==> config.mk <==
export PLATFORM = sky130hd
export DESIGN_NAME = cc_timecounter
export DESIGN_NICKNAME = d
export VERILOG_FILES = /design/src/rtl/cc_timecounter_pkg.sv /design/src/rtl/cc_timecounter_prescaler.sv /design/src/rtl/cc_timecounter.sv
export SDC_FILE = /design/constraint.sdc
export NUM_CORES = 1
export LEC_CHECK = 0
export CAP_MARGIN = 20
export CELL_PAD_IN_SITES_DETAIL_PLACEMENT = 0
export CELL_PAD_IN_SITES_GLOBAL_PLACEMENT = 1
export CORE_ASPECT_RATIO = 0.8
export CORE_MARGIN = 5
export CORE_UTILIZATION = 40
export DETAILED_ROUTE_END_ITERATION = 8
export GPL_ROUTABILITY_DRIVEN = 0
export GPL_TIMING_DRIVEN = 0
export PLACE_DENSITY = 0.92
export REMOVE_ABC_BUFFERS = 1
export SYNTH_ARGS = -nofsm -noshare
export SYNTH_HDL_FRONTEND = slang
export SYNTH_SLANG_ARGS = --single-unit
==> constraint.sdc <==
create_clock -name CC_TIMECOUNTER_CLOCK_50 -period 5.98 [get_ports CC_TIMECOUNTER_CLOCK_50]
set_clock_uncertainty 0.1 [all_clocks]
set_input_delay 0.897 -clock CC_TIMECOUNTER_CLOCK_50 [delete_from_list [all_inputs] [get_ports CC_TIMECOUNTER_CLOCK_50]]
set_output_delay 0.897 -clock CC_TIMECOUNTER_CLOCK_50 [all_outputs]
set_load 0.02 [all_outputs]
==> src/rtl/cc_timecounter_pkg.sv <==
// cc_timecounter_pkg
//   Shared constants and types for the FROGGER game-time base.
//   - tc_state_e : control FSM state encoding (IDLE/RUN/PAUSE/EXPIRED)
//   - TC_*       : default widths, ticks per game, comparator terminal value
//   - tc_step    : prescaler step for a given speed level
package cc_timecounter_pkg;

    typedef enum logic [1:0] {
        ST_IDLE    = 2'd0,
        ST_RUN     = 2'd1,
        ST_PAUSE   = 2'd2,
        ST_EXPIRED = 2'd3
    } tc_state_e;

    localparam int TC_DATAWIDTH   = 24;
    localparam int TC_REMAINWIDTH = 8;
    localparam int TC_GAMETICKS   = 60;

    // Terminal value loaded into the comparator; multiple of 8 so every
    // level step (1/2/4/8) lands on it exactly.
    localparam logic [TC_DATAWIDTH-1:0] TC_TERMINAL = 24'hFFE400;

    // Widest step is 8, which needs 4 bits.
    localparam int TC_STEPWIDTH = 4;

    function automatic logic [TC_STEPWIDTH-1:0] tc_step(input logic [1:0] level);
        return TC_STEPWIDTH'(1) << level;
    endfunction

endpackage

==> src/rtl/cc_timecounter_prescaler.sv <==
// cc_timecounter_prescaler
//   Free-running prescaler counter, wraps modulo 2^DATAWIDTH.
//   Priority: reset > clear > hold > count += step.
//   Ports:
//     i_clk, i_rst_n  clock, synchronous active-low reset
//     i_clear         force count to 0
//     i_hold          freeze count
//     i_step          increment applied when neither clear nor hold
//     o_count         current count
module cc_timecounter_prescaler
    import cc_timecounter_pkg::*;
#(
    parameter int DATAWIDTH = TC_DATAWIDTH,
    parameter int STEPWIDTH = TC_STEPWIDTH
) (
    input  logic                 i_clk,
    input  logic                 i_rst_n,
    input  logic                 i_clear,
    input  logic                 i_hold,
    input  logic [STEPWIDTH-1:0] i_step,
    output logic [DATAWIDTH-1:0] o_count
);

    logic [DATAWIDTH-1:0] r_count;

    always_ff @(posedge i_clk) begin
        if (!i_rst_n) begin
            r_count <= '0;
        end else if (i_clear) begin
            r_count <= '0;
        end else if (!i_hold) begin
            r_count <= r_count + DATAWIDTH'(i_step);
        end
    end

    assign o_count = r_count;

endmodule

==> src/rtl/cc_timecounter.sv <==
// cc_timecounter
//   FROGGER game-time base. Drives the prescaler count onto the comparator
//   bus, clears it on the comparator's terminal flag (T0, active low), emits
//   one tick per terminal event and counts down the remaining game time.
//   Optional feature macro: CC_TIMECOUNTER_LEVELSPEED_EN
//     defined   : step = 1 << level_InBUS
//     undefined : step = 1, level_InBUS unused
//   Ports:
//     CC_TIMECOUNTER_CLOCK_50          clock
//     CC_TIMECOUNTER_RESET_InLow       synchronous active-low reset
//     CC_TIMECOUNTER_start_InLow       start request (IDLE/EXPIRED only)
//     CC_TIMECOUNTER_pause_InLow       pause level
//     CC_TIMECOUNTER_T0_InLow          comparator terminal flag
//     CC_TIMECOUNTER_level_InBUS       speed level
//     CC_TIMECOUNTER_data_OutBUS       prescaler count
//     CC_TIMECOUNTER_tick_Out          one-cycle tick pulse
//     CC_TIMECOUNTER_remaining_OutBUS  remaining ticks
//     CC_TIMECOUNTER_expired_Out       high in EXPIRED
//     CC_TIMECOUNTER_state_OutBUS      FSM state
module cc_timecounter
    import cc_timecounter_pkg::*;
#(
    parameter int TIMECOUNTER_DATAWIDTH   = TC_DATAWIDTH,
    parameter int TIMECOUNTER_REMAINWIDTH = TC_REMAINWIDTH,
    parameter int TIMECOUNTER_GAMETICKS   = TC_GAMETICKS
) (
    input  logic                               CC_TIMECOUNTER_CLOCK_50,
    input  logic                               CC_TIMECOUNTER_RESET_InLow,
    input  logic                               CC_TIMECOUNTER_start_InLow,
    input  logic                               CC_TIMECOUNTER_pause_InLow,
    input  logic                               CC_TIMECOUNTER_T0_InLow,
    input  logic [1:0]                         CC_TIMECOUNTER_level_InBUS,
    output logic [TIMECOUNTER_DATAWIDTH-1:0]   CC_TIMECOUNTER_data_OutBUS,
    output logic                               CC_TIMECOUNTER_tick_Out,
    output logic [TIMECOUNTER_REMAINWIDTH-1:0] CC_TIMECOUNTER_remaining_OutBUS,
    output logic                               CC_TIMECOUNTER_expired_Out,
    output logic [1:0]                         CC_TIMECOUNTER_state_OutBUS
);

    localparam logic [TIMECOUNTER_REMAINWIDTH-1:0] GAMETICKS_W =
        TIMECOUNTER_REMAINWIDTH'(TIMECOUNTER_GAMETICKS);

    tc_state_e                          r_state, w_state_nxt;
    logic [TIMECOUNTER_REMAINWIDTH-1:0] r_remain, w_remain_nxt;
    logic                               r_tick, w_tick_nxt;
    logic                               w_clear, w_hold;
    logic [TC_STEPWIDTH-1:0]            w_step;

`ifdef CC_TIMECOUNTER_LEVELSPEED_EN
    assign w_step = tc_step(CC_TIMECOUNTER_level_InBUS);
`else
    logic w_level_unused;
    assign w_level_unused = ^CC_TIMECOUNTER_level_InBUS;
    assign w_step         = TC_STEPWIDTH'(1);
`endif

    // ---------------- state registers ----------------
    always_ff @(posedge CC_TIMECOUNTER_CLOCK_50) begin
        if (!CC_TIMECOUNTER_RESET_InLow) begin
            r_state  <= ST_IDLE;
            r_remain <= GAMETICKS_W;
            r_tick   <= 1'b0;
        end else begin
            r_state  <= w_state_nxt;
            r_remain <= w_remain_nxt;
            r_tick   <= w_tick_nxt;
        end
    end

    // ---------------- next state / prescaler control ----------------
    always_comb begin
        w_state_nxt  = r_state;
        w_remain_nxt = r_remain;
        w_tick_nxt   = 1'b0;
        w_clear      = 1'b0;
        w_hold       = 1'b0;
        case (r_state)
            ST_IDLE: begin
                w_clear      = 1'b1;
                w_remain_nxt = GAMETICKS_W;
                if (!CC_TIMECOUNTER_start_InLow)
                    w_state_nxt = ST_RUN;
            end
            ST_RUN: begin
                if (!CC_TIMECOUNTER_T0_InLow) begin
                    // Tick wins over a simultaneous pause; the pause then
                    // takes effect with the count already cleared.
                    w_clear      = 1'b1;
                    w_tick_nxt   = 1'b1;
                    w_remain_nxt = (r_remain != '0) ? r_remain - 1'b1 : '0;
                    if (r_remain <= TIMECOUNTER_REMAINWIDTH'(1))
                        w_state_nxt = ST_EXPIRED;
                    else if (!CC_TIMECOUNTER_pause_InLow)
                        w_state_nxt = ST_PAUSE;
                end else if (!CC_TIMECOUNTER_pause_InLow) begin
                    w_hold      = 1'b1;
                    w_state_nxt = ST_PAUSE;
                end
            end
            ST_PAUSE: begin
                // Count stays frozen on the resume edge too; a count sitting
                // at terminal is handled by T0 in the first RUN cycle.
                w_hold = 1'b1;
                if (CC_TIMECOUNTER_pause_InLow)
                    w_state_nxt = ST_RUN;
            end
            ST_EXPIRED: begin
                w_clear      = 1'b1;
                w_remain_nxt = '0;
                if (!CC_TIMECOUNTER_start_InLow) begin
                    w_remain_nxt = GAMETICKS_W;
                    w_state_nxt  = ST_RUN;
                end
            end
            default: begin
                w_clear     = 1'b1;
                w_state_nxt = ST_IDLE;
            end
        endcase
    end

    cc_timecounter_prescaler #(
        .DATAWIDTH (TIMECOUNTER_DATAWIDTH),
        .STEPWIDTH (TC_STEPWIDTH)
    ) u_prescaler (
        .i_clk   (CC_TIMECOUNTER_CLOCK_50),
        .i_rst_n (CC_TIMECOUNTER_RESET_InLow),
        .i_clear (w_clear),
        .i_hold  (w_hold),
        .i_step  (w_step),
        .o_count (CC_TIMECOUNTER_data_OutBUS)
    );

    assign CC_TIMECOUNTER_tick_Out         = r_tick;
    assign CC_TIMECOUNTER_remaining_OutBUS = r_remain;
    assign CC_TIMECOUNTER_expired_Out      = (r_state == ST_EXPIRED);
    assign CC_TIMECOUNTER_state_OutBUS     = r_state;

endmodule

### Word level (Yosys, flattened, before mapping)

Cells that the tools add are included.

| storage, ports and cells | value |
|---|---|
| register bits | 35 |
| bits in latches | 0 |
| bits in writable memories | 0 |
| bits in read-only memories | 0 |
| output and inout bits | 36 |
| memories | 0 |

| operators by class | value |
|---|---|
| $add $sub $neg | 2 |
| multiply operators | 0 |
| div/mod/pow operators | 0 |
| order comparisons | 1 |
| equality and inequality tests | 6 |
| shift operators | 0 |
| muxes and demuxes | 15 |
| bitwise gates (word level) | 1 |
| reductions and logical operators | 8 |

Operators with widths:

| operator | number |
|---|---|
| 24-bit by 1-bit adder with 24-bit output, second input constant | 1 |
| 8-bit case mux with 3 select lines | 1 |
| 8-bit 2-to-1 mux | 2 |
| 2-bit 2-to-1 mux | 5 |
| 8-bit by 1-bit <= comparator with 1-bit output, second input constant | 1 |
| 8-bit nonzero test | 1 |
| 8-bit by 1-bit subtractor with 8-bit output, second input constant | 1 |
| 6-bit 2-to-1 mux | 1 |
| 2-bit != test, second input constant | 3 |
| 2-bit case mux with 3 select lines | 1 |
| 2-bit AND reduction | 3 |
| 2-bit equality test, second input constant | 2 |
| 1-bit case mux with 2 select lines | 2 |
| 2-bit OR reduction | 2 |
| 1-bit 2-to-1 mux | 3 |
| 3-bit nonzero test | 1 |
| 2-bit by 1-bit equality test with 1-bit output, second input constant | 1 |
| 2-bit zero test | 1 |
| 1-bit inverter | 1 |

### Depth between registers and ports, before layout

Gate-level depths: netlist (run 1).

| depth | value |
|---|---|
| depth in word-level cells | 4 |
| depth in mapped cells | 8 |
| mapped depth without buffers | 6 |

### Cells and area by module

A second synthesis (run 1) with hierarchy kept.

| unflattened totals | value |
|---|---|
| cells, all modules | 221 |
| area total of the unflattened synthesis | 1976.9 µm² |

By module, submodules not included:

| module | instances | cells each | area each (µm²) | sequential area each (µm²) |
|---|---|---|---|---|
| cc_timecounter_prescaler | 1 | 142 | 1278.7 | 480.5 |
| cc_timecounter | 1 | 79 | 698.2 | 220.2 |

### Worst setup path after synthesis (run 1)

No wires, ideal clock.

| path | value |
|---|---|
| kind | flip-flop to flip-flop |
| start | register r_state[0] (netlist: CC_TIMECOUNTER_state_OutBUS[0]) |
| end | register u_prescaler.r_count[20] (netlist: u_prescaler.o_count[20]) |
| setup time | 0.132 ns |
| data arrival time | 2.398 ns |
| data required time | 5.748 ns |
| slack | 3.350 ns |
| cell stages (with the launch flop) | 9 |
| path buffers | 2 |
| cell sequence | dfxtp_1 > inv_1 > ha_1 > and2b_4 > or4_1 > buf_2 > buf_2 > o41ai_1 > a21oi_1 |

| between the ends | value |
|---|---|
| longest elaborated chain between the ends | 4 |
| elaborated cells on any way between the ends | 8 |
| those cells by class | eq/ne: 3; mux: 2; reduce/logical: 3 |

Ends and longest elaborated chain:

| item | line | RTL |
|---|---|---|
| start: declaration | cc_timecounter.sv:43 | `tc_state_e r_state, w_state_nxt;` |
| start signal: assignment | cc_timecounter.sv:64 | `r_state <= w_state_nxt;` |
| 2-bit equality test or 2-bit zero test (tied branches) | cc_timecounter.sv:77 | `case (r_state)` |
| 2-bit OR reduction (no line) | n/a |  |
| 1-bit case mux with 2 select lines | cc_timecounter.sv:77 |  |
| 2-bit OR reduction (no line) | n/a |  |
| end signal: assignment | cc_timecounter_prescaler.sv:32 | `r_count <= r_count + DATAWIDTH'(i_step);` |
| end: declaration | cc_timecounter_prescaler.sv:24 | `logic [DATAWIDTH-1:0] r_count;` |

Several ways; a longest one is shown, not always the timed one.
A chain may end at the register's enable or synchronous reset.

### Final worst setup path (run 1)

| path | value |
|---|---|
| start | input CC_TIMECOUNTER_pause_InLow |
| end | register u_prescaler.r_count[16] (netlist: u_prescaler.o_count[16]) |

| between the ends | value |
|---|---|
| longest elaborated chain between the ends | 3 |

Ends and longest elaborated chain:

| item | line | RTL |
|---|---|---|
| start: declaration | cc_timecounter.sv:30 | `input logic CC_TIMECOUNTER_pause_InLow,` |
| 1-bit 2-to-1 mux | cc_timecounter.sv:95 | `end else if (!CC_TIMECOUNTER_pause_InLow) begin` |
| 1-bit 2-to-1 mux | cc_timecounter.sv:85 | `if (!CC_TIMECOUNTER_T0_InLow) begin` |
| 1-bit case mux with 2 select lines | cc_timecounter.sv:77 |  |

Every way passes these cells.

==> summary.md, run 1 <==
| Metric | Value |
|---|---|
| Final WL | 4580 um |
| Via Count | 1802 |
| Max-slew headroom | 0.453 |
| Setup TNS Final | 0 ns |
| Critical path fanouts, max | 18 |
| FMAX | around 0.32 GHz |
| Minimum clock period | 3.16 ns |
| Final #Nets | between 200 and 300 |
| Status | completed |
| Initial antenna violation count | 0 |
| Number of port buffers | 40 |
| CTS Sinks | 35 |
| CTS max path bufs | 2 |
| Core box area | 0.00460 mm2 |
| Final Hold Vio Count | 0 |
| Utilization after layout | 0.529 |
| Area leader, netlist | dfxtp_1 |
| Area growth syn-to-layout | 28.2% |
| DRC Markers | 0 |
| Worst setup SP type | primary input |
| RSZ-0062 raised after global routing | false |
| Setup crit end kind | register |
| Worst-Skew Late Latency | between 0.2 and 0.3 ns |
| CTS tree | done |
| GRT overflow | 0 |
| Detailed Place HPWL | ~3200 um |
| Post-DR vias/cell | 5.63 |
| Crit-path max cell delay | 0.79 ns |
| Post-synth top cells | dfxtp_1 (35), a21oi_1 (16), nand2_1 (15) |
| Height of the die | approximately 72 um |
| Crit share post-route | 0.529 |
| FP Rows | 22 |
| LEAKAGE | 0.745 nW |
| Sequential area share after synthesis | 0.370 |
| Multi-input gate area | roughly 0.0011 mm2 |
| Maxcap violations | 0 |
| Worst setup margin | 2.82 ns |
| Avg Cell Area, Syn | ~8.5 um2 |
| Area share of the largest cell type after synthesis | 0.370 |
| Vias in the first global route | 1534 |
| GRT Overall Usage | 0.151 |
| Initial Util | 0.412 |
| Worst EP required | 6.09 ns |
| CP Cell Sequence | clkdlybuf4s50_1, and4bb_4, or4_1, or4_1, a21oi_1 |
| Hold Path Class | register to register |
| Cell Area, Synth | 0.00190 mm2 |
| Worst path slowest cell | or4_1 |
| Most common cell in the netlist | dfxtp_1 |
| Post-synth cell types | 46 |
| H-tree depth | 2 |
| Crit path max-delay family | simple AND/OR/NAND/NOR gates |
| Width of the die | 87.0 um |
| Power Dens Cells | 249 mW/mm2 |
| Post-synth EDFFs | 0 |
| Async S/R FF share, synth | 0 |
| Num ports | 43 |
| Die area | 0.00622 mm2 |
| Yosys warnings | 0 |
| Post-CTS Resized | 0 |
| Final number of max-transition violations | 0 |
| # hold bufs at CTS | 0 |
| Kind of critical path | primary input to register |
| Worst slack, placed | 2.56 ns |
| Drt first-iter violations | 144 |
| Clock root cell | clkbuf_8 |
| Seq. cell area | 701 um2 |
| Share of layout cells above drive strength 1 | 0.0423 |
| Flop and latch count out of synthesis | 35 |
| First-pass GRT wire length | 7530 um |
| ANT nets after route | 0 |
| Post-Syn Instances | 222 |
| Clk pin slew, worst setup/hold paths | 0.07 ns |
| Least-Margin Pin Slew | 0.818 ns |
| Worst EP arrival | ~3.3 ns |
| Antenna cells | 0 |
| TritonRoute pass-1 iters | 5 |
| Ranking of synthesized cells by area | dfxtp_1 (37%), ha_1 (5.3%), or4_1 (5.1%), o31ai_1 (4.4%), a21oi_1 (4.2%) |
| Avg WL per Cell | 14.3 um |
| Num CTS Buffers | 5 |
| Maximum number of pins on one net before global-route repair | 24 |
| Top cell by count, worst path | or4_1 |
| Setup-failing EPs final | 0 |
| Setup bufs post-CTS | 0 |
| Post-synth top flop | dfxtp_1 |
| Pwr Total | just over 0.0006 W |
| VDD IR max | 0.140 mV |
| Critical path buffers and inverters | 1 |
| Fillers | between 400 and 500 |
==> cells in the final DEF (no fill, tap or decap), types with 2 or more instances in the layout <==
cell              n
nor4_1            7
nand2_1          15
a21oi_1          16
clkbuf_8          7
and2_1            2
o31ai_1          11
dfxtp_1          35
xor2_1            2
and3_1            2
or4b_1            3
ha_1              8
xnor2_1           5
nor4b_1           2
nor2b_1           4
mux2i_1           3
o41ai_1           3
o31a_1            2
nor3_1            2
clkdlybuf4s50_1  40
nand4_1           6
o21ai_0          10
nor2_1           13
and4_1            2
nand3_1          11
a21boi_0          7
inv_1            10
or4_1            13
==> layout make-up <==
cell class              instances  share of cell area
clock buffers                   8              0.0412
multi-input cells             167               0.459
repair buffers                 40               0.165
inverters                      10              0.0154
flip-flops and latches         35               0.288
well taps                      60              0.0309
==> logic make-up (layout without fill, tap and decap cells) <==
group	Yosys count	after routing	synth area share
flip-flops	35	35	0.370
AO/OA/AOI/OAI	58	58	0.200
adder cells (fa/ha/maj)	8	8	0.0528
AND/OR/NAND/NOR	91	91	0.288
XOR/XNOR	7	7	0.0323
buffers and inverters	20	58	0.0416
multiplexers	3	3	0.0158
==> report_power, final <==
part / switching, W / internal (W) / total [W]
logic: 0.0000844 / 0.0000625 / 0.000147
clock network: 0.0000845 / 0.000105 / 0.000190
registers: 0.0000210 / 0.000247 / 0.000268
==> registers in the layout, summed over array words and instances (netlist names) <==
signal                           count
CC_TIMECOUNTER_remaining_OutBUS      8
CC_TIMECOUNTER_tick_Out              1
CC_TIMECOUNTER_state_OutBUS          2
u_prescaler.o_count                 24
==> final timing paths <==
kind / startpoint / end / slack, ns / cells after the start
max: CC_TIMECOUNTER_pause_InLow / u_prescaler.o_count[16] / 2.82 / 5
max reg2reg: CC_TIMECOUNTER_state_OutBUS[0] / u_prescaler.o_count[16] / 3.06 / 6
min reg2reg: u_prescaler.o_count[23] / u_prescaler.o_count[23] / 0.38 / 2
min: u_prescaler.o_count[23] / u_prescaler.o_count[23] / 0.38 / 2
==> metrics by stage <==
stage | hold WS (ns) | area, um2 | cells
after floorplan | 0.451 | 1850 | 212
after global placement | 0.368 | 2330 | 312
after detailed placement | 0.377 | 2330 | 312
after CTS | 0.387 | 2430 | 320
after global routing | 0.418 | 2430 | 320
final | 0.385 | 2430 | 320
==> layer usage <==
layer  vias to the layer above  share of wire  wire [um]  global-route usage
li1                        917              -          -                   -
met1                       841           0.51       2350               0.221
met2                        37           0.42       1920               0.200
met3                         7          0.053        244              0.0540
met4                         0          0.013         61              0.0554
met5                         -              0          0                   0
==> worst reg2reg max path, stage by stage, from the launching register on <==
cell,delay [ns]
dfxtp_1,0.44
inv_1,0.10
ha_1,0.40
and2b_4,0.24
or4_1,0.80
or4_1,0.61
a21oi_1,0.16
Power figures use the tool's default switching activity.
==> run 2: changes to the inputs <==
--- a/config.mk
+++ b/config.mk
@@ -10,11 +10,11 @@
 export CELL_PAD_IN_SITES_GLOBAL_PLACEMENT = 1
 export CORE_ASPECT_RATIO = 0.8
 export CORE_MARGIN = 5
-export CORE_UTILIZATION = 40
+export CORE_UTILIZATION = 33
 export DETAILED_ROUTE_END_ITERATION = 8
 export GPL_ROUTABILITY_DRIVEN = 0
 export GPL_TIMING_DRIVEN = 0
-export PLACE_DENSITY = 0.92
+export PLACE_DENSITY = 0.82
 export REMOVE_ABC_BUFFERS = 1
 export SYNTH_ARGS = -nofsm -noshare
 export SYNTH_HDL_FRONTEND = slang
==> constraint.sdc (replaced) <==
create_clock -name CC_TIMECOUNTER_CLOCK_50 -period 2.9 [get_ports CC_TIMECOUNTER_CLOCK_50]
set_clock_uncertainty 0.1 [all_clocks]
set_input_delay 0.435 -clock CC_TIMECOUNTER_CLOCK_50 [delete_from_list [all_inputs] [get_ports CC_TIMECOUNTER_CLOCK_50]]
set_output_delay 0.435 -clock CC_TIMECOUNTER_CLOCK_50 [all_outputs]
set_load 0.02 [all_outputs]
==> summary.md, run 2 (synthesis results as in run 1) <==
| Metric | Value |
|---|---|
| Antenna cells | 0 (unchanged) |
| Utilization after layout | 0.448 (-0.0809) |
| RSZ-0062 raised after global routing | false |
| Clock root cell | clkbuf_8 |
| Num CTS Buffers | 5 (unchanged) |
| Via Count | 1773 (-1.6%) |
| Pwr Total | 0.00131 W (+120%) |
| Crit share post-route | 0.932 |
| Worst-Skew Late Latency | 0.28 ns (about the same) |
| Hold Path Class | register to register |
| ANT nets after route | 0 (unchanged) |
| Kind of critical path | register to register |
| Final Hold Vio Count | 0 (unchanged) |
| Final number of max-transition violations | 0 (unchanged) |
| Share of layout cells above drive strength 1 | 0.0500 (+0.00769) |
| CTS max path bufs | 2 (unchanged) |
| Vias in the first global route | 1662 (+8.3%) |
| Max reg flops | 24 (unchanged) |
| Height of the die | 77.8 um (+8.7%) |
| Clk pin slew, worst setup/hold paths | 0.07 ns (about the same) |
| Fillers | 566 (+29%) |
| FMAX | 0.370 GHz |
| Power Dens Cells | 531 mW/mm2 (+110%) |
| Number of port buffers | 40 (unchanged) |
| Detailed Place HPWL | 3290 um (+3.7%) |
| Drt first-iter violations | 108 (-25%) |
| # hold bufs at CTS | 0 (unchanged) |
| Setup bufs post-CTS | 0 (unchanged) |
| Num ports | 43 (unchanged) |
| FP Rows | 24 (+9.1%) |
| DRC Markers | 0 (unchanged) |
| Worst-case reg-to-reg path depth | 6 (unchanged) |
| Width of the die | 94.7 um (+8.9%) |
| Setup crit end kind | register |
| Minimum clock period | 2.70 ns |
| LEAKAGE | 0.757 nW (+1.5%) |
| DR WL met2 | 2000 um (+3.9%) |
| Post-DR vias/cell | 5.25 (-6.8%) |
| Avg WL per Cell | 13.7 um (-4.0%) |
| Setup-failing EPs final | 0 (unchanged) |
| Worst slack, placed | -0.0578 ns (-2.62 ns) |
| H-tree depth | 2 (unchanged) |
| Design area | 0.00247 mm2 (+1.8%) |
| Most common cell after layout, fill and taps aside | clkdlybuf4s50_1 |
| Initial Util | 0.343 (-0.0693) |
| Worst setup SP type | register |
| RR Startpoint | CC_TIMECOUNTER_state_OutBUS[0] |
| Hold Crit Depth | 2 (unchanged) |
| Final #Nets | 274 (unchanged) |
| Max-slew headroom | 0.460 (+0.00638) |
| GRT overflow | 0 (unchanged) |
| CTS Sinks | 35 (unchanged) |
| Die area | 0.00737 mm2 (+18%) |
| Initial antenna violation count | 0 (unchanged) |
| Filler-free cell count of the finished design | 338 (+5.6%) |
| Most frequent cells in the layout | clkdlybuf4s50_1 (40), dfxtp_1 (35), a21oi_1 (16) |
| Area growth syn-to-layout | 30.5% |
| Worst EP arrival | 2.81 ns (-0.46 ns) |
| CTS tree | done |
| Cell Area, Placed | 0.00235 mm2 (+0.97%) |
| R2R Path End | u_prescaler.o_count[14] |
| Critical path fanouts, max | 18 (unchanged) |
| Worst EP required | 3.01 ns (-3.08 ns) |
| Cells after DPL | 330 (+5.8%) |
| Top Layer Used | met4 |
| Worst setup margin | 0.198 ns (-2.62 ns) |
| Worst Hold End | u_prescaler.o_count[23] |
| Multi-input gate area | 0.00112 mm2 (+0.34%) |
| Status | completed |
| Core box area | 0.00553 mm2 (+20%) |
| Maximum number of pins on one net before global-route repair | 24 (unchanged) |
| Final WL | 4640 um (+1.4%) |
| Least-Margin Pin Slew | 0.808 ns (-0.00954 ns) |
| Metal3 WL | 181 um (-26%) |
| Maxcap violations | 0 (unchanged) |
| VDD IR max | 0.278 mV (+99%) |
| First-pass GRT wire length | 8020 um (+6.4%) |
| Post-CTS Resized | 1 (+1) |
| Met1 wire length | 2420 um (+2.9%) |
| Beginning of the worst hold path | u_prescaler.o_count[23] |
| TritonRoute pass-1 iters | 4 (-1) |
| R2r setup slk | 0.20 ns (-2.86 ns) |
| Seq. cell area | 701 um2 (unchanged) |
| GRT Overall Usage | 0.132 (-0.0188) |
==> run 2: cell types whose count changed in the layout (fill, tap and decap cells not counted), sizes merged <==
cell / before / now
clkbuf: 8 / 6
bufinv: 0 / 1
clkinv: 0 / 1
==> run 2: cell type report <==
class                      instances  share of cell area
sequential                        35               0.283
multi-input combinational        167               0.453
tap                               78              0.0395
inverter                          10              0.0152
clock inverter                     2              0.0142
timing repair buffer              40               0.162
clock buffer                       6              0.0334
==> run 2: stage by stage <==
| step | TNS, ns | hold slack, ns |
|---|---|---|
| global route | 0 | 0.399 |
| finish | 0 | 0.381 |
| floorplan | 0 | 0.407 |
| detailed placement | -0.198 | 0.374 |
| CTS | 0 | 0.385 |
| global placement | -0.0767 | 0.365 |
==> run 2: metal layers <==
layer | up-vias | GRT usage
met5 | - | 0
met4 | 0 | 0.0476
met3 | 4 | 0.0319
met2 | 36 | 0.197
met1 | 820 | 0.185
li1 | 913 | -
==> run 2: power breakdown <==
group	internal, W	switching (W)	total (W)
clock	0.000278	0.000181	0.000459
combinational	0.000129	0.000172	0.000301
sequential	0.000509	0.0000442	0.000554
==> run 2: worst max-delay path by stage <==
stage | startpoint | end
floorplan | CC_TIMECOUNTER_state_OutBUS[0] | u_prescaler.o_count[14]
global placement | CC_TIMECOUNTER_pause_InLow | u_prescaler.o_count[14]
detailed placement | CC_TIMECOUNTER_pause_InLow | u_prescaler.o_count[14]
CTS | CC_TIMECOUNTER_state_OutBUS[0] | u_prescaler.o_count[14]
global route | CC_TIMECOUNTER_state_OutBUS[0] | u_prescaler.o_count[12]
finish | CC_TIMECOUNTER_state_OutBUS[0] | u_prescaler.o_count[14]
==> run 2: worst max-delay path, cell delays in order (launching register included) <==
cell and delay [ns]:
dfxtp_1 0.45, inv_1 0.10, ha_1 0.38, and2b_4 0.24, or4_4 0.65, or4_1 0.55, a21oi_1 0.15
